[src/rtl/inst_encoder_loader.sv]
`timescale 1ns/1ps
// Purpose : encodes field-level RV32I/Zicsr requests into 32-bit words and streams them,
//           with byte addresses, into instruction memory over one bounded load session.
// Latency : 1 cycle from request accept to out_valid (single output register).
// Backpres: req_ready = !out_valid | out_ready in RUN; words held stable until out_ready.
//
// Ports
//   clk, rst                 clock, asynchronous active-high reset
//   start/base_addr/count    session control, sampled only in IDLE
//   busy, done               session status (busy in RUN/DRAIN, done 1-cycle pulse)
//   req_*                    field-level request (valid/ready handshake)
//   out_*                    encoded word, its address and illegal flag (valid/ready)
//   err_sticky               any illegal request since the last accepted start
module inst_encoder_loader #(
    parameter int ADDR_W = 32,
    parameter int CNT_W  = 16
) (
    input  logic              clk,
    input  logic              rst,
    input  logic              start,
    input  logic [ADDR_W-1:0] base_addr,
    input  logic [CNT_W-1:0]  count,
    output logic              busy,
    output logic              done,
    input  logic              req_valid,
    output logic              req_ready,
    input  logic [3:0]        req_op,
    input  logic [2:0]        req_funct3,
    input  logic              req_alt,
    input  logic [4:0]        req_rd,
    input  logic [4:0]        req_rs1,
    input  logic [4:0]        req_rs2,
    input  logic [31:0]       req_imm,
    output logic              out_valid,
    input  logic              out_ready,
    output logic [31:0]       out_inst,
    output logic [ADDR_W-1:0] out_addr,
    output logic              out_illegal,
    output logic              err_sticky
);

    localparam logic [31:0] NOP = 32'h0000_0013;

    typedef enum logic [1:0] {
        S_IDLE,
        S_RUN,
        S_DRAIN,
        S_DONE
    } state_t;

    state_t            state;
    logic [ADDR_W-1:0] addr_ctr;
    logic [CNT_W-1:0]  remaining;

    logic [31:0] enc_inst;
    logic        enc_illegal;
    logic        accept;
    logic        consume;

    // Instruction addresses are word aligned; the low base bits are dropped.
    logic unused_base_bits;
    assign unused_base_bits = ^base_addr[1:0];

    assign req_ready = (state == S_RUN) && (!out_valid || out_ready);
    assign accept    = req_valid && req_ready;
    assign consume   = out_valid && out_ready;

    // ------------------------------------------------------------------
    // Immediate range checks. A value fits a signed N-bit field when all
    // bits from the field's sign bit upward are identical.
    // ------------------------------------------------------------------
    logic imm_i_ok;   // [-2048, 2047]
    logic imm_b_ok;   // [-4096, 4094], even
    logic imm_j_ok;   // [-2^20, 2^20-2], even
    logic imm_sh_ok;  // 0..31

    assign imm_i_ok  = (&req_imm[31:11]) || (~|req_imm[31:11]);
    assign imm_b_ok  = ((&req_imm[31:12]) || (~|req_imm[31:12])) && !req_imm[0];
    assign imm_j_ok  = ((&req_imm[31:20]) || (~|req_imm[31:20])) && !req_imm[0];
    assign imm_sh_ok = ~|req_imm[31:5];

    // ------------------------------------------------------------------
    // Encoder
    // ------------------------------------------------------------------
    logic [31:0] word;
    logic        bad;

    always_comb begin
        word = NOP;
        bad  = 1'b0;
        case (req_op)
            4'd0: word = {req_imm[31:12], req_rd, 7'h37};   // LUI
            4'd1: word = {req_imm[31:12], req_rd, 7'h17};   // AUIPC
            4'd2: begin                                     // JAL
                bad  = !imm_j_ok;
                word = {req_imm[20], req_imm[10:1], req_imm[11], req_imm[19:12],
                        req_rd, 7'h6F};
            end
            4'd3: begin                                     // JALR
                bad  = !imm_i_ok;
                word = {req_imm[11:0], req_rs1, req_funct3, req_rd, 7'h67};
            end
            4'd4: begin                                     // BRANCH
                bad  = !imm_b_ok || (req_funct3 == 3'd2) || (req_funct3 == 3'd3);
                word = {req_imm[12], req_imm[10:5], req_rs2, req_rs1, req_funct3,
                        req_imm[4:1], req_imm[11], 7'h63};
            end
            4'd5: begin                                     // LOAD
                bad  = !imm_i_ok || (req_funct3 == 3'd3) || (req_funct3 == 3'd6)
                       || (req_funct3 == 3'd7);
                word = {req_imm[11:0], req_rs1, req_funct3, req_rd, 7'h03};
            end
            4'd6: begin                                     // STORE
                bad  = !imm_i_ok || (req_funct3 > 3'd2);
                word = {req_imm[11:5], req_rs2, req_rs1, req_funct3, req_imm[4:0], 7'h23};
            end
            4'd7: begin                                     // OPIMM
                if (req_funct3 == 3'd1 || req_funct3 == 3'd5) begin
                    // Shifts: shamt in imm[4:0], SRAI selected by alt; alt on SLLI is illegal.
                    bad  = !imm_sh_ok || (req_alt && req_funct3 == 3'd1);
                    word = {1'b0, req_alt, 5'b0, req_imm[4:0], req_rs1, req_funct3,
                            req_rd, 7'h13};
                end else begin
                    bad  = !imm_i_ok || req_alt;
                    word = {req_imm[11:0], req_rs1, req_funct3, req_rd, 7'h13};
                end
            end
            4'd8: begin                                     // OP
                bad  = req_alt && (req_funct3 != 3'd0) && (req_funct3 != 3'd5);
                word = {1'b0, req_alt, 5'b0, req_rs2, req_rs1, req_funct3, req_rd, 7'h33};
            end
            4'd9: begin                                     // SYSTEM / CSR
                bad  = (req_funct3 == 3'd0) || (req_funct3 == 3'd4);
                word = {req_imm[11:0], req_rs1, req_funct3, req_rd, 7'h73};
            end
            default: bad = 1'b1;
        endcase
    end

    // Illegal requests still consume an address slot, but emit a NOP.
    assign enc_illegal = bad;
    assign enc_inst    = bad ? NOP : word;

    // ------------------------------------------------------------------
    // Session FSM and output register
    // ------------------------------------------------------------------
    always_ff @(posedge clk or posedge rst) begin
        if (rst) begin
            state       <= S_IDLE;
            busy        <= 1'b0;
            done        <= 1'b0;
            err_sticky  <= 1'b0;
            addr_ctr    <= '0;
            remaining   <= '0;
            out_valid   <= 1'b0;
            out_inst    <= '0;
            out_addr    <= '0;
            out_illegal <= 1'b0;
        end else begin
            case (state)
                S_IDLE: begin
                    done <= 1'b0;
                    if (start) begin
                        addr_ctr   <= {base_addr[ADDR_W-1:2], 2'b00};
                        remaining  <= count;
                        err_sticky <= 1'b0;
                        if (count == '0) begin
                            state <= S_DONE;
                            done  <= 1'b1;
                        end else begin
                            state <= S_RUN;
                            busy  <= 1'b1;
                        end
                    end
                end
                S_RUN: begin
                    if (accept) begin
                        addr_ctr  <= addr_ctr + ADDR_W'(4);
                        remaining <= remaining - CNT_W'(1);
                        if (remaining == CNT_W'(1)) begin
                            state <= S_DRAIN;
                        end
                    end
                end
                S_DRAIN: begin
                    // The last word leaves the output register before done is raised.
                    if (!out_valid || consume) begin
                        state <= S_DONE;
                        busy  <= 1'b0;
                        done  <= 1'b1;
                    end
                end
                S_DONE: begin
                    done  <= 1'b0;
                    state <= S_IDLE;
                end
                default: state <= S_IDLE;
            endcase

            if (accept) begin
                out_valid   <= 1'b1;
                out_inst    <= enc_inst;
                out_addr    <= addr_ctr;
                out_illegal <= enc_illegal;
                if (enc_illegal) begin
                    err_sticky <= 1'b1;
                end
            end else if (consume) begin
                out_valid <= 1'b0;
            end
        end
    end

endmodule
[config.mk]
export PLATFORM = sky130hd
export DESIGN_NAME = inst_encoder_loader
export DESIGN_NICKNAME = d
export VERILOG_FILES = /design/src/rtl/inst_encoder_loader.sv
export SDC_FILE = /design/constraint.sdc
export NUM_CORES = 1
export LEC_CHECK = 0
export CAP_MARGIN = 10
export CORE_AREA = 4 4 128 130
export CTS_CLUSTER_SIZE = 16
export DETAILED_ROUTE_END_ITERATION = 12
export DIE_AREA = 0 0 132 134
export GPL_TIMING_DRIVEN = 0
export PLACE_DENSITY = 0.78
export SYNTH_ARGS = -nofsm -noshare
export SYNTH_HDL_FRONTEND = slang
export SYNTH_SLANG_ARGS = --single-unit
[constraint.sdc]
create_clock -name clk -period 4 [get_ports clk]
set_input_delay 0.8 -clock clk [delete_from_list [all_inputs] [get_ports clk]]
set_output_delay 0.8 -clock clk [all_outputs]
set_load 0.01 [all_outputs]
# ---- After elaboration in Yosys (flattened, before gate mapping)
# Cells that the tools add are included.
dict set report totals {
  in_bits 108
  word_cells 122
  ramBits 0
  ff_bits 119
  romBits 0
  memories 0
  latch_bits 0
}
dict set report classes {
  reduce_logical 52
  shifts 0
  div_mod_pow 0
  order_cmp 1
  bitwise_logic 0
  mul 0
  n_eq_ne 26
  n_mux 31
  add_sub_neg 2
}
# operator count
set ops {}
lappend ops {{$pmux W32 S10} 1}
lappend ops {{$mux W32} 4}
lappend ops {{$pmux W32 S2} 1}
lappend ops {{$add A32 B3 Y32 const B} 1}
lappend ops {{$mux W16} 2}
lappend ops {{$pmux W16 S2} 1}
lappend ops {{$reduce_or A27 Y1} 1}
lappend ops {{$reduce_and A21 Y1} 1}
lappend ops {{$reduce_or A21 Y1} 1}
lappend ops {{$reduce_and A20 Y1} 1}
lappend ops {{$reduce_or A20 Y1} 1}
lappend ops {{$eq A16 B1 Y1 const B} 1}
lappend ops {{$eq A4 B3 Y1 const B} 4}
lappend ops {{$logic_not A16 Y1} 1}
lappend ops {{$sub A16 B1 Y16 const B} 1}
lappend ops {{$logic_or A1 B1 Y1} 15}
lappend ops {{$mux W1} 13}
lappend ops {{$eq A3 B3 Y1 const B} 4}
lappend ops {{$reduce_and A12 Y1} 1}
lappend ops {{$reduce_or A12 Y1} 1}
lappend ops {{$mux W2} 5}
lappend ops {{$pmux W1 S9} 1}
lappend ops {{$eq A4 B2 Y1 const B} 2}
lappend ops {{$eq A4 B4 Y1 const B} 2}
lappend ops {{23 further kinds} 46}

# ---- Longest topological paths before layout
# Gate-level depths: netlist of the first run.
dict set report depth {
  depth_word 10
  ltp_mapped 10
  ltp_nobuf 8
}

# ---- Worst setup path before layout of the first run
# Ideal clock, no wire load.
dict set report synth_timing {
  kind {input-to-reg}
  start {input req_imm[12]}
  end {register err_sticky}
  t_arrival_ns 2.315
  path_buffers 1
  path_slack_ns 1.564
  stages 7
  required_time_ns 3.879
  cell_sequence {or4_4 nor2_1 a22oi_1 o31ai_2 nand4_2 buf_6 a22o_1}
}
dict set report synth_between {
  elab_chain_cells 10
  word_cells_on_any_way 24
  classes_between {4 x mux; 20 x reduce/logical}
}
# element line_no
set synth_lines {}
lappend synth_lines {{start, declared} 33} ;# input logic [31:0] req_imm,
lappend synth_lines {{$reduce_or A21 Y1 / $reduce_or A20 Y1 (equally long branches)} {77, 78}}
lappend synth_lines {{$logic_not A1 Y1, on equally long branches} {77, 78}}
lappend synth_lines {{$logic_or A1 B1 Y1, on equally long branches} {77, 78}}
lappend synth_lines {{$logic_not A1 Y1 / $logic_and A1 B1 Y1 (equally long branches)} -}
lappend synth_lines {{$logic_or A1 B1 Y1 / $logic_not A1 Y1 (equally long branches)} {109, 104}}
lappend synth_lines {{$logic_or A1 B1 Y1, on equally long branches} {109, 104}}
lappend synth_lines {{$logic_or A1 B1 Y1, on equally long branches} {110, 104}}
lappend synth_lines {{$pmux W1 S9 (*)} 91} ;# case (req_op)
lappend synth_lines {{$mux W1 (*)} 205} ;# if (enc_illegal) begin
lappend synth_lines {{$mux W1 (*)} 200} ;# if (accept) begin
lappend synth_lines {{end signal, assigned} 152} ;# err_sticky <= 1'b0;
lappend synth_lines {{end signal, assigned} 166} ;# err_sticky <= 1'b0;
lappend synth_lines {{end signal, assigned} 206} ;# err_sticky <= 1'b1;
lappend synth_lines {{end, declared} 39} ;# output logic err_sticky
# Mark *: on every way between the ends. The rest lies on a longest branch, timed or not.
# A chain may end at the register's enable or synchronous reset.

# ---- Worst setup path after layout of the first run
dict set report layout_timing {
  start {input out_ready}
  end {output req_ready}
}
dict set report layout_between {
  elab_chain_cells 2
}
# element line_no
set layout_lines {}
lappend layout_lines {{start, declared} 35} ;# input logic out_ready,
lappend layout_lines {{$logic_or A1 B1 Y1} 64} ;# assign req_ready = (state == S_RUN) && (!out_valid || out_ready);
lappend layout_lines {{$logic_and A1 B1 Y1} 64}
lappend layout_lines {{end, declared} 26} ;# output logic req_ready,
# Every way passes these cells.

==> metrics.md, run 1 <==
| Metric | Value |
|---|---|
| Hold Slack | 0.467 ns |
| Clock Tree Buf Depth | 2 |
| Leading cell types in the layout, fill and taps excluded | nand2_1, clkdlybuf4s50_1, dfrtp_1 |
| Total CTS buffers | 17 |
| Crit path DAT | between 2 and 2.5 ns |
| H-tree lvl count | 4 |
| RePlAce Congestion | between 0.9 and 1 |
| Async SR Flop Fraction | 100% |
| Area growth, synth to finish | 37.6% |
| Final Hold Vio Count | 0 |
| Final wirelength | 20,900 um |
| I/O pin total | between 150 and 200 |
| Clk root buf | clkbuf_16 |
| Postcts setup bufs | 0 |
| Diode count | 0 |
| GR Util All Layers | between 20% and 30% |
| Final period util | around 73% |
| Layout cells sized above 1 | approximately 8.3% |
| Status | complete, no violations |
| Area of the core | between 15,000 and 20,000 um^2 |
| Die Footprint | between 15,000 and 20,000 um^2 |
| Antenna Nets Post-Route | 0 |
| Synth Area per Inst | about 8.6 um^2 |
| Most common cell after layout, fill and taps aside | nand2_1 |
| Clock skew | 0.00828 ns |
| Via density | roughly 5.7 |
| Sequential-to-total area share from yosys stat | 43.1% |
| Placed Area | around 8600 um^2 |
| Slew HR | 38.8% |
| CP required | 3.20 ns |
| Mapped cell area | between 6000 and 7000 um^2 |
| Comb power frac | between 40% and 50% |
| Cell taking the most area after synthesis | dfrtp_1 |
| Cell count after synthesis | approximately 770 |
| Resized cells post-CTS | 0 |
| DRT iter0 DRCs | 647 |
| Final nets | approximately 1,100 |
| Vias | approximately 6,700 |
| Synth Flop Type | dfrtp_1 |
| Max Freq | 0.344 GHz |
| Pins Over Slew Limit | 0 |
| CTS Sinks | between 100 and 150 |
| P_int | a little under 4000 uW |
| Chip height | 134 um |
| Clock power share | between 20% and 30% |
| Placed Cells | between 1,000 and 1,500 |
| # hold bufs at CTS | 0 |
| Post-route cell area | between 9000 and 10,000 um^2 |
| Sw frac | approximately two fifths |
| CTS tree | done |
| Synth cell types | 69 |
| Initial antenna violation count | 0 |
| HP Class | flop to flop |
| Synth Register Bits | about 110 |
| Top-area cell type share of the netlist area | between 40% and 50% |
| Fin util | between 60% and 70% |
| Worst-path clk slew | 0.05 ns |
| Seq pwr share | between 30% and 40% |
| Largest net degree at the start of global routing | between 80 and 90 |
| Crit end category | output port |
| Post-synth EDFFs | 0 |
| IO Port Bufs | approximately 170 |
| GRT overflow | 0 |
| Startpoint Class | input port |
| Yosys warns | 0 |
| First-pass GRT wire length | ~34,000 um |
| NetSw | 2680 uW |
| Final setup viols | 0 |
| Peak supply drop | around 0.38 mV |
| Post-route DRC | 0 |
| Unrepaired setup endpoints after global routing | no |
| Place WS | between 0.7 and 0.8 ns |
| Number of global-route vias before repair | around 6,600 |
| Final worst slack | about 1.1 ns |
| MaxCap Viol Count | 0 |
| Leak Pwr | 0.00371 uW |
| Drt wl/cell | between 15 and 20 um |
| Pre-antenna DRT Iters | 5 |
| Final Non-Filler Cells | 1,161 |
| Ranking of synthesized cells by area | dfrtp_1, nand2_1, a21oi_1, o31ai_2, mux2i_1 |
| Crit path time final | 2.91 ns |
| Post-DP HPWL | 15,300 um |
| Pwr dens | roughly 720 nW/um^2 |
| Fill cell count | approximately 1,300 |
| Worst-path maximum fanout | 4 |
| Die Wd | 132 um |
| Row count | 45 |
| Clk_lat worst skew | 0.42 ns |
| Kind of critical path | input port to output port |
| Initial cell density of the core | ~44% |
| Worst-Margin Slew | between 0.9 and 1 ns |
## state kept, by name (all words and copies together), names as in the netlist, 2 cells and up
signal     cells
out_inst      31
state          2
addr_ctr      30
out_addr      30
remaining     16
## Yosys cell counts (2+ instances only)
library cell and number:
nand2_1 173, nand2b_1 8, a2bb2oi_1 4, o21ai_0 41, ha_1 7, nand3_1 27, or3_1 3, nor2b_1 6
a31oi_1 3, or2_2 3, nor3b_1 4, mux2_2 3, and4_1 3, buf_6 3, a222oi_1 5, and3_1 3
o31ai_2 24, mux2i_1 23, nor2_1 33, o21a_1 2, o22a_1 3, or4_4 3, nor4_1 11, o22ai_1 33
inv_1 16, a22oi_1 12, nand4_1 14, buf_1 4, a21o_1 2, buf_2 2, dfrtp_1 114, a21oi_1 76
buf_4 3, clkbuf_1 41, o211ai_1 2, nand3b_1 8, or4_1 2, nor3_1 18
## stage by stage
| stage | TNS [ns] | total power [uW] |
|---|---|---|
| finish | 0 | 6580 |
| global route | 0 | 7060 |
| CTS | 0 | 6600 |
| detailed placement | 0 | 5200 |
| global placement | -185.28 | 5110 |
| floorplan | 0 | 3890 |
## area by class of cell
cell class / count / area [um^2] / share of cell area [%]
multi-input cells: 591 / 3470 / 38.1
flip-flops and latches: 114 / 2850 / 31.3
repair buffers: 169 / 1710 / 18.8
clock buffers: 25 / 505 / 5.55
plain buffers: 53 / 235 / 2.58
well taps: 188 / 235 / 2.58
inverters: 16 / 65.1 / 0.715
clock inverters: 5 / 27.5 / 0.302
## per-layer routing
metal | up-vias | part of all wire, % | track usage [%]
met5 | - | 0 | 0
met4 | 0 | 2.0 | 7.29
met3 | 33 | 8.7 | 6.45
met2 | 306 | 48 | 39.0
met1 | 3128 | 42 | 30.9
li1 | 3195 | - | -
## critical path, cell delays in order
cell and delay, ns:
clkdlybuf4s50_1 0.50, nor2b_1 0.09, nor2_1 0.16, clkdlybuf4s50_1 0.56
## logic make-up after synthesis
group / synth area share (%)
buffers and inverters: 4.46
flip-flops: 43.1
adder cells (fa/ha/maj): 1.32
AND/OR/NAND/NOR: 23.5
AO/OA/AOI/OAI: 23.4
XOR/XNOR: 0.132
multiplexers: 3.99
other: 0.0567
## power by group through the flow
stage	Clock (uW)	Sequential, uW	Combinational [uW]
final	1370	2170	3040
after global routing	1450	2260	3360
after floorplan	0	2200	1680
after detailed placement	0	2170	3020
after CTS	1390	2160	3040
after global placement	0	2150	2960
## worst paths after layout
check / startpoint / to / slack, ns / cells past startpoint
max reg2reg: state[1] / addr_ctr[2] / 1.31 / 9
max: out_ready / req_ready / 1.09 / 4
min reg2reg: out_addr[6] / out_addr[6] / 0.47 / 2
min in group asynchronous: rst / out_inst[23] / 0.73 / 2
min: out_addr[6] / out_addr[6] / 0.47 / 2
max in group asynchronous: rst / remaining[12] / 2.54 / 3
(Power assumes the default switching activity.)
==> inputs of run 2 (changes only) <==
==> constraint.sdc (replaced) <==
create_clock -name clk -period 2.65 [get_ports clk]
set_input_delay 0.53 -clock clk [delete_from_list [all_inputs] [get_ports clk]]
set_output_delay 0.53 -clock clk [all_outputs]
set_load 0.01 [all_outputs]
==> run 2 against run 1 <==
  * Die area did not move
  * Clock power rose by 47%
  * Via count rose by 2.5%
  * Register-to-register slack got worse by 1.1 ns
  * Worst hold slack improved by 0.0018 ns
  * Sequential share of layout area fell by 0.15 points
  * Final cell count barely moved
  * Non-clock buffer count rose by 1
  * Count of clock-buffer cells in the layout did not move
  * Highest routed layer unchanged
  * Utilization rose by 0.30 points
  * Sequential power rose by 52%
  * Combinational power rose by 53%
==> metrics.md, run 2 (synthesis results as in run 1) <==
| Metric | Value |
|---|---|
| Status | complete, no violations |
| Drt wl/cell | 18.3 um (+1.2%) |
| Number of global-route vias before repair | 6,639 (+0.45%) |
| Clock Tree Buf Depth | 2 (unchanged) |
| Bufs and invs on worst path | 2 (unchanged) |
| Crit path DAT | 2.85 ns (+0.74 ns) |
| Clock skew | 0.00789 ns (-0.000397 ns) |
| Unrepaired setup endpoints after global routing | no |
| GRT overflow | 0 (unchanged) |
| RePlAce Congestion | 0.933 (-2.7%) |
| Total CTS buffers | 17 (unchanged) |
| Crit-path max cell delay | 0.59 ns (+0.03 ns) |
| Max FFs per register | 31 (unchanged) |
| Initial cell density of the core | 43.7% (unchanged) |
| Kind of critical path | input port to flop |
| Fin util | 60.4% (+0.30 points) |
| Seq pwr share | 33.1% (+0.2 points) |
| Placed Area | 8580 um^2 (+0.13%) |
| Fill cell count | 1,288 (-4.4%) |
| Worst-path maximum fanout | 10 (+6) |
| Comb power frac | 46.7% (+0.5 points) |
| Vias | 6,828 (+2.5%) |
| Max Freq | 0.392 GHz |
| Crit end category | flop |
| I/O pin total | 178 (unchanged) |
| Diode count | 0 (unchanged) |
| Die Footprint | 17,700 um^2 (unchanged) |
| Antenna Nets Post-Route | 0 (unchanged) |
| HP Class | flop to flop |
| Area growth, synth to finish | 38.3% |
| Leading cell types in the layout, fill and taps excluded | nand2_1, clkdlybuf4s50_1, dfrtp_1 |
| CTS tree | done |
| Postcts setup bufs | 0 (unchanged) |
| Area of the core | 15,100 um^2 (unchanged) |
| GR Util All Layers | 24.0% (+0.20 points) |
| Pins Over Slew Limit | 0 (unchanged) |
| Final setup viols | 0 (unchanged) |
| H-tree lvl count | 4 (unchanged) |
| Largest net degree at the start of global routing | 43 (-51%) |
| DRT iter0 DRCs | 723 (+12%) |
| Pre-antenna DRT Iters | 6 (+1) |
| Final period util | a little over nine tenths |
| Final nets | 1,078 (+0.093%) |
| Critical path's top delay family | simple AND/OR/NAND/NOR gates |
| Layout cells sized above 1 | 9.55% (+1.2 points) |
| Pwr dens | 1090 nW/um^2 (+51%) |
| Post-route DRC | 0 (unchanged) |
| First-pass GRT wire length | 34,600 um (+0.92%) |
| Register name with the most flops | out_inst |
| Post-route cell area | 9150 um^2 (+0.49%) |
| Worst-path clk slew | 0.05 ns (about the same) |
| CTS Sinks | 114 (unchanged) |
| Clock power share | 20.2% (-0.7 points) |
| Worst-Margin Slew | 0.973 ns (+0.0622 ns) |
| Initial antenna violation count | 0 (unchanged) |
| Peak supply drop | 0.697 mV (+85%) |
| Row count | 45 (unchanged) |
| # hold bufs at CTS | 0 (unchanged) |
| Crit path time final | approximately 2.6 ns |
| Clk root buf | clkbuf_16 |
| CP required | 2.95 ns (-0.25 ns) |
| Via density | 5.88 (+2.4%) |
| NetSw | 4090 uW (+53%) |
| Post-DP HPWL | 15,500 um (+1.3%) |
| Slowest cell on crit path | or4_4 |
| Chip height | 134 um (unchanged) |
| IO Port Bufs | 168 (unchanged) |
| MaxCap Viol Count | 0 (unchanged) |
| Slew HR | 34.6% (-4.2 points) |
| Most common cell after layout, fill and taps aside | nand2_1 |
| Startpoint Class | input port |
| Hold Slack | 0.469 ns (+0.00182 ns) |
| Clk_lat worst skew | 0.41 ns (about the same) |
| Biggest regs | out_inst: 31 flops, addr_ctr: 30 flops, out_addr: 30 flops |
| P_int | 5870 uW (+50%) |
| Worst path cell trace | clkdlybuf4s50_1 > or4_4 > nor3_2 > nand4_1 > o211ai_1 > nand4_4 > buf_6 > o31ai_2 |
| FF/Latch Area | 2850 um^2 (unchanged) |
| Die Wd | 132 um (unchanged) |
| Multi-input logic area | 3510 um^2 (+1.1%) |
| Leak Pwr | 0.00374 uW (+0.76%) |
| Final Hold Vio Count | 0 (unchanged) |
| Final wirelength | 21,200 um (+1.3%) |
| Sw frac | 41.1% (+0.35 points) |
==> run 2: timing repair <==
| item | in CTS | in global routing |
|---|---|---|
| cloned | 0 | 0 |
| endpoints found under the setup margin | 6 | 97 |
| endpoints found under the hold margin | 0 | 0 |
| gates resized for setup | 2 | 19 |
| pin swaps | 0 | 0 |
==> run 2: final cells by class <==
class / count / area share, %
multi-input cells: 591 / 38.4
repair buffers: 170 / 18.9
well taps: 188 / 2.57
clock inverters: 5 / 0.328
flip-flops and latches: 114 / 31.2
plain buffers: 53 / 2.69
inverters: 16 / 0.698
clock buffers: 25 / 5.31
==> run 2: tightest hold or removal path: stages (launching register included) <==
cell and delay (ns):
dfrtp_1 0.33, nand2_1 0.05, nand2_1 0.05
==> run 2: layer usage <==
metal / vias to the layer above / part of all wire, % / track usage [%]
met5: - / 0 / 0
met2: 355 / 48 / 39.6
met1: 3238 / 41 / 30.5
li1: 3197 / - / -
met3: 38 / 9.4 / 6.86
met4: 0 / 1.8 / 7.58
==> run 2: metrics by stage <==
stage | setup TNS, ns | total power [uW] | instances | setup slack [ns]
after floorplan | 0 | 5870 | 774 | 0.484
after CTS | 0 | 9930 | 1162 | 0.0252
after global routing | 0 | 10600 | 1162 | 0.0145
after detailed placement | -23.28 | 7860 | 1132 | -0.341
after global placement | -74.60 | 7700 | 1130 | -0.464
final | 0 | 9960 | 1162 | 0.0996
==> run 2: worst paths after layout <==
kind / from / end / slack (ns) / cells after the start
max in group asynchronous: rst / addr_ctr[23] / 1.32 / 3
worst max-delay path: req_imm[12] / out_inst[23] / 0.1 / 8
worst max register to register: state[0] / addr_ctr[14] / 0.20 / 9
worst min register to register: out_addr[11] / out_addr[11] / 0.47 / 2
min in group asynchronous: rst / out_illegal / 0.64 / 2
worst min-delay path: out_addr[11] / out_addr[11] / 0.47 / 2
==> run 2: power by group through the flow <==
stage / Sequential (uW) / Combinational (uW) / Clock, uW
after global placement: 3240 / 4460 / 0
after floorplan: 3320 / 2540 / 0
final: 3290 / 4650 / 2010
after global routing: 3410 / 5120 / 2120
after CTS: 3270 / 4620 / 2040
after detailed placement: 3290 / 4580 / 0
==> variant 1, RTL diff (settings of run 1) <==
Register the output `err_sticky` once more; this adds one clock of latency there. The other outputs are not delayed to match.
--- a/src/rtl/inst_encoder_loader.sv
+++ b/src/rtl/inst_encoder_loader.sv
@@ -50,2 +50,4 @@
 
+    logic err_sticky_s0;
+
     state_t            state;
@@ -151,3 +153,3 @@
             done        <= 1'b0;
-            err_sticky  <= 1'b0;
+            err_sticky_s0 <= 1'b0;
             addr_ctr    <= '0;
@@ -165,3 +167,3 @@
                         remaining  <= count;
-                        err_sticky <= 1'b0;
+                        err_sticky_s0 <= 1'b0;
                         if (count == '0) begin
@@ -205,3 +207,3 @@
                 if (enc_illegal) begin
-                    err_sticky <= 1'b1;
+                    err_sticky_s0 <= 1'b1;
                 end
@@ -213,2 +215,6 @@
 
+    always_ff @(posedge clk) begin
+        err_sticky <= err_sticky_s0;
+    end
+
 endmodule
Function: changed (Yosys sat finds a counterexample within 4 cycles, from zero or initial values and one cycle with rst high).
==> variant 1 against run 1 <==
Power increased by 1.7%. Sequential cell count is 1 higher. Wire length is 1.5% higher. Worst setup slack got worse by 22 ps. Non-clock buffer count unchanged. Final area rose by 0.60%. Clock skew grew 2.8 ps. Cell count is 0.17% higher. Area after synthesis is 0.30% higher.
==> variant 1: results (changes against run 1) <==
| Metric | Value |
|---|---|
| GR Util met3 | `0.0623 (-0.00225)` |
| Final HPWL DP | `15500 microns (+1.0%)` |
| Placed Area | `0.00859 sq mm (+0.23%)` |
| Layout Nets | `1078 (+0.093%)` |
| Drt initial violations | `601 (-7.1%)` |
| Share of cells above drive strength 1 | `0.0831 (-0.000171)` |
| Worst Skew | `11.0 ps (+2.77 ps)` |
| Flop-to-flop setup slack | `1250 ps (-60 ps)` |
| Register area share after synthesis | `0.433 (+0.00172)` |
| Synth top area cells | `dfrtp_1 43%, nand2_1 9.8%, a21oi_1 5.7%` |
| Slew headroom | `0.324 (-0.0640)` |
| Ys async rst share | `0.991 (-0.00870)` |
| Routability cong. | `0.902 (-6.0%)` |
| Peak supply drop | `0.374 mV (-0.85%)` |
| Total Wirelength | `21200 microns (+1.5%)` |
| Vias in the first global route | `6540 (-1.0%)` |
| Post-synth cell types | `70 (+1.4%)` |
| WHS Endpoint | `err_sticky$_DFF_P_` |
| Status | `complete, no violations` |
| First-pass GRT wire length | `34400 microns (+0.38%)` |
| Pre-antenna DRT Iters | `7 (+2)` |
| Via Count | `6760 (+1.5%)` |
| Met1 Use GR | `0.313 (+0.00404)` |
| Hold path depth | `0 (-2)` |
| GR Util All Layers | `0.240 (+0.00204)` |
| GR Util met2 | `0.394 (+0.00371)` |
| Worst Min Path Start | `err_sticky_s0$_DFF_PP0_` |
| Port-buffer cells | `168 (unchanged)` |
| FILL cells | `1344 (-0.22%)` |
| Leak Pwr | `3.74 nW (+0.72%)` |
| Largest net degree at the start of global routing | `64 (-26%)` |
| Setup crit start | `state[1]$_DFFE_PP0P_` |
[variant 1: cell count changes after synthesis]
cell / delta
dfxtp_1: +1
[variant 1: metrics by stage]
| step | total power, W | worst slack, ps | std cells |
|---|---|---|---|
| after floorplan | 0.00390 | 184 | 775 |
| after global placement | 0.00512 | -1700 | 1131 |
| after detailed placement | 0.00521 | 735 | 1132 |
| after CTS | 0.00670 | 1040 | 1163 |
| after global routing | 0.00716 | 917 | 1163 |
| final | 0.00669 | 1070 | 1163 |
[variant 1: kinds of logic (layout without fill, tap and decap cells)]
| logic type | after synthesis | in the layout | share of synthesized area |
|---|---|---|---|
| DFF | 115 | 115 | 0.433 |
| other | 1 | 2 | 0.000565 |
| buffers and inverters | 69 | 269 | 0.0445 |
| muxes | 26 | 26 | 0.0398 |
| adders and majority gates | 7 | 7 | 0.0132 |
| AOI/OAI and AO/OA | 227 | 227 | 0.233 |
| xor gates and xnor gates | 1 | 1 | 0.00132 |
| and+or+nand+nor | 328 | 328 | 0.235 |
[variant 1: cell type report]
type	instances	area (sq um)	area share
Timing Repair Buffer	169	1710	0.187
Tap cell	188	235	0.0257
Buffer	53	235	0.0257
Clock buffer	27	523	0.0571
Multi-Input combinational cell	591	3470	0.379
Clock inverter	4	45.0	0.00492
Inverter	16	65.1	0.00711
Sequential cell	115	2870	0.314
[variant 1: power by group]
group	leakage (nW)	total [W]	switching (W)	internal, W
combinational	2.05	0.00304	0.00169	0.00134
clock	0.283	0.00147	0.000519	0.000946
sequential	1.41	0.00219	0.000480	0.00171
total	3.74	0.00669	0.00269	0.00400
[variant 1: routing by layer]
layer	share of wire	vias up
li1	-	3199
met1	0.43	3244
met2	0.47	287
met3	0.077	30
met4	0.016	0
met5	0	-
[variant 1: how the worst max path moves through the flow]
stage | end | slack (ps) | cells past startpoint
2_1_floorplan | addr_ctr[10]$_DFFE_PP0P_ | 180 | 1
3_3_place_gp | remaining[6]$_DFFE_PP0P_ | -1700 | 2
3_5_place_dp | out_inst[26]$_DFFE_PP0P_ | 730 | 8
4_1_cts | req_ready | 1040 | 6
5_1_grt | req_ready | 920 | 6
6_report | req_ready | 1070 | 6
==> variant 2, RTL diff (settings of run 1) <==
Made on the original files. The parameter `ADDR_W` goes from 32 to 16.
--- a/src/rtl/inst_encoder_loader.sv
+++ b/src/rtl/inst_encoder_loader.sv
@@ -14,3 +14,3 @@
 module inst_encoder_loader #(
-    parameter int ADDR_W = 32,
+    parameter int ADDR_W = 16,
     parameter int CNT_W  = 16
Interface: changed (resized base_addr and out_addr); port bits go from 178 to 146. No check against the original RTL was run, so the function may have changed too.
==> variant 2 against run 1 <==
Power decreased by 31%. Global-route usage is 5.4 points lower. Wire length down 21%. Non-clock buffer count decreased by 43. Synthesized cell count fell by 24%. Worst setup slack lost 170 ps. Register-to-register slack gained 90 ps. First-iteration DRC count is 34% lower. Sequential cell count is 32 lower. Final area fell by 24%. Area after synthesis is 24% lower. Sequential share of layout area fell by 1.8 points.
==> variant 2: results (changes against run 1) <==
| Metric | Value |
|---|---|
| Post-Synthesis Cells | `587 (-24%)` |
| FILL cells | `1428 (+6.0%)` |
| Top Registers | `out_inst x31, remaining x16` |
| Flop-to-flop setup slack | `1400 ps (+90 ps)` |
| Largest net degree at the start of global routing | `70 (-20%)` |
| TritonCTS Buffers | `9 (-8)` |
| Share of cells above drive strength 1 | `0.0658 (-0.0175)` |
| GR Util met2 | `0.295 (-0.0952)` |
| Worst Min Path Start | `out_addr[4]$_DFFE_PP0P_` |
| Worst Skew | `8.71 ps (+0.432 ps)` |
| CP top delay family | `compound AO/OA/AOI/OAI gates` |
| Leak Pwr | `2.78 nW (-25%)` |
| GR Util met3 | `0.0499 (-0.0146)` |
| Port-buffer cells | `140 (-17%)` |
| Status | `complete, no violations` |
| First-pass GRT wire length | `26200 microns (-24%)` |
| Vias in the first global route | `5000 (-24%)` |
| Post-synth cell types | `57 (-17%)` |
| Worst-Margin Slew | `722 ps (-189 ps)` |
| Peak supply drop | `0.262 mV (-30%)` |
| CP Max Fanout | `10 (+6)` |
| WHS Endpoint | `out_addr[4]$_DFFE_PP0P_` |
| Path depth of the worst reg2reg path | `8 (-1)` |
| GR Util All Layers | `0.184 (-0.0541)` |
| WL met3 | `1620 microns (-11%)` |
| Most instantiated cells after synthesis | `82 x dfrtp_1, 81 x nand2_1, 57 x nor2_1` |
| Setup crit start | `req_op[1]` |
| Routability cong. | `0.990 (+3.2%)` |
| Via Count | `5215 (-22%)` |
| Met1 Use GR | `0.237 (-0.0720)` |
| Synth top area cells | `dfrtp_1 41%, nand2_1 6.1%, a21oi_1 5.5%` |
| Worst-Skew Late Latency | `340 ps (-80 ps)` |
| Final HPWL DP | `12400 microns (-19%)` |
| Hold WS | `473 ps (+5.25 ps)` |
[variant 2: worst reg2reg max path: stages, from the launching register on]
cell,delay (ps)
dfrtp_1,390
inv_1,150
ha_1,310
and3_1,280
clkbuf_1,580
nand3b_1,180
o21ai_0,260
nand3_1,170
mux2i_1,160
[variant 2: stage by stage]
stage,instance area (sq um),setup slack [ps],util
after floorplan,5010,1090,-
after global placement,6650,-373,0.439
after detailed placement,6680,633,0.441
after CTS,6940,985,0.458
after global routing,6940,790,0.458
final,6940,918,0.458
[variant 2: how the worst max path moves through the flow]
stage                                     endpoint  slack, ps  depth (start not counted)
after global placement    remaining[9]$_DFFE_PP0P_       -370                          2
final                         err_sticky$_DFF_PP0_        920                          9
after floorplan           addr_ctr[10]$_DFFE_PP0P_       1090                          1
after CTS                     err_sticky$_DFF_PP0_        980                          9
after detailed placement      err_sticky$_DFF_PP0_        630                          9
after global routing          err_sticky$_DFF_PP0_        790                          9
[variant 2: kinds of logic after synthesis]
| family | share of synthesized area |
|---|---|
| muxes | 0.0505 |
| and+or+nand+nor | 0.226 |
| AOI/OAI and AO/OA | 0.252 |
| buffers and inverters | 0.0435 |
| adders and majority gates | 0.0175 |
| other | 0.000749 |
| DFF | 0.410 |
[variant 2: final cells by class]
cell class | count | share of cell area
Tap cell | 188 | 0.0339
Buffer | 38 | 0.0254
Multi-Input combinational cell | 457 | 0.395
Inverter | 11 | 0.00631
Timing Repair Buffer | 141 | 0.206
Clock inverter | 5 | 0.00415
Clock buffer | 11 | 0.0335
Sequential cell | 82 | 0.296
[variant 2: power by group]
part / switching [W] / internal (W) / leakage [nW]
sequential: 0.000337 / 0.00122 / 1.02
combinational: 0.00117 / 0.00106 / 1.63
clock: 0.000344 / 0.000419 / 0.133
total: 0.00185 / 0.00270 / 2.78
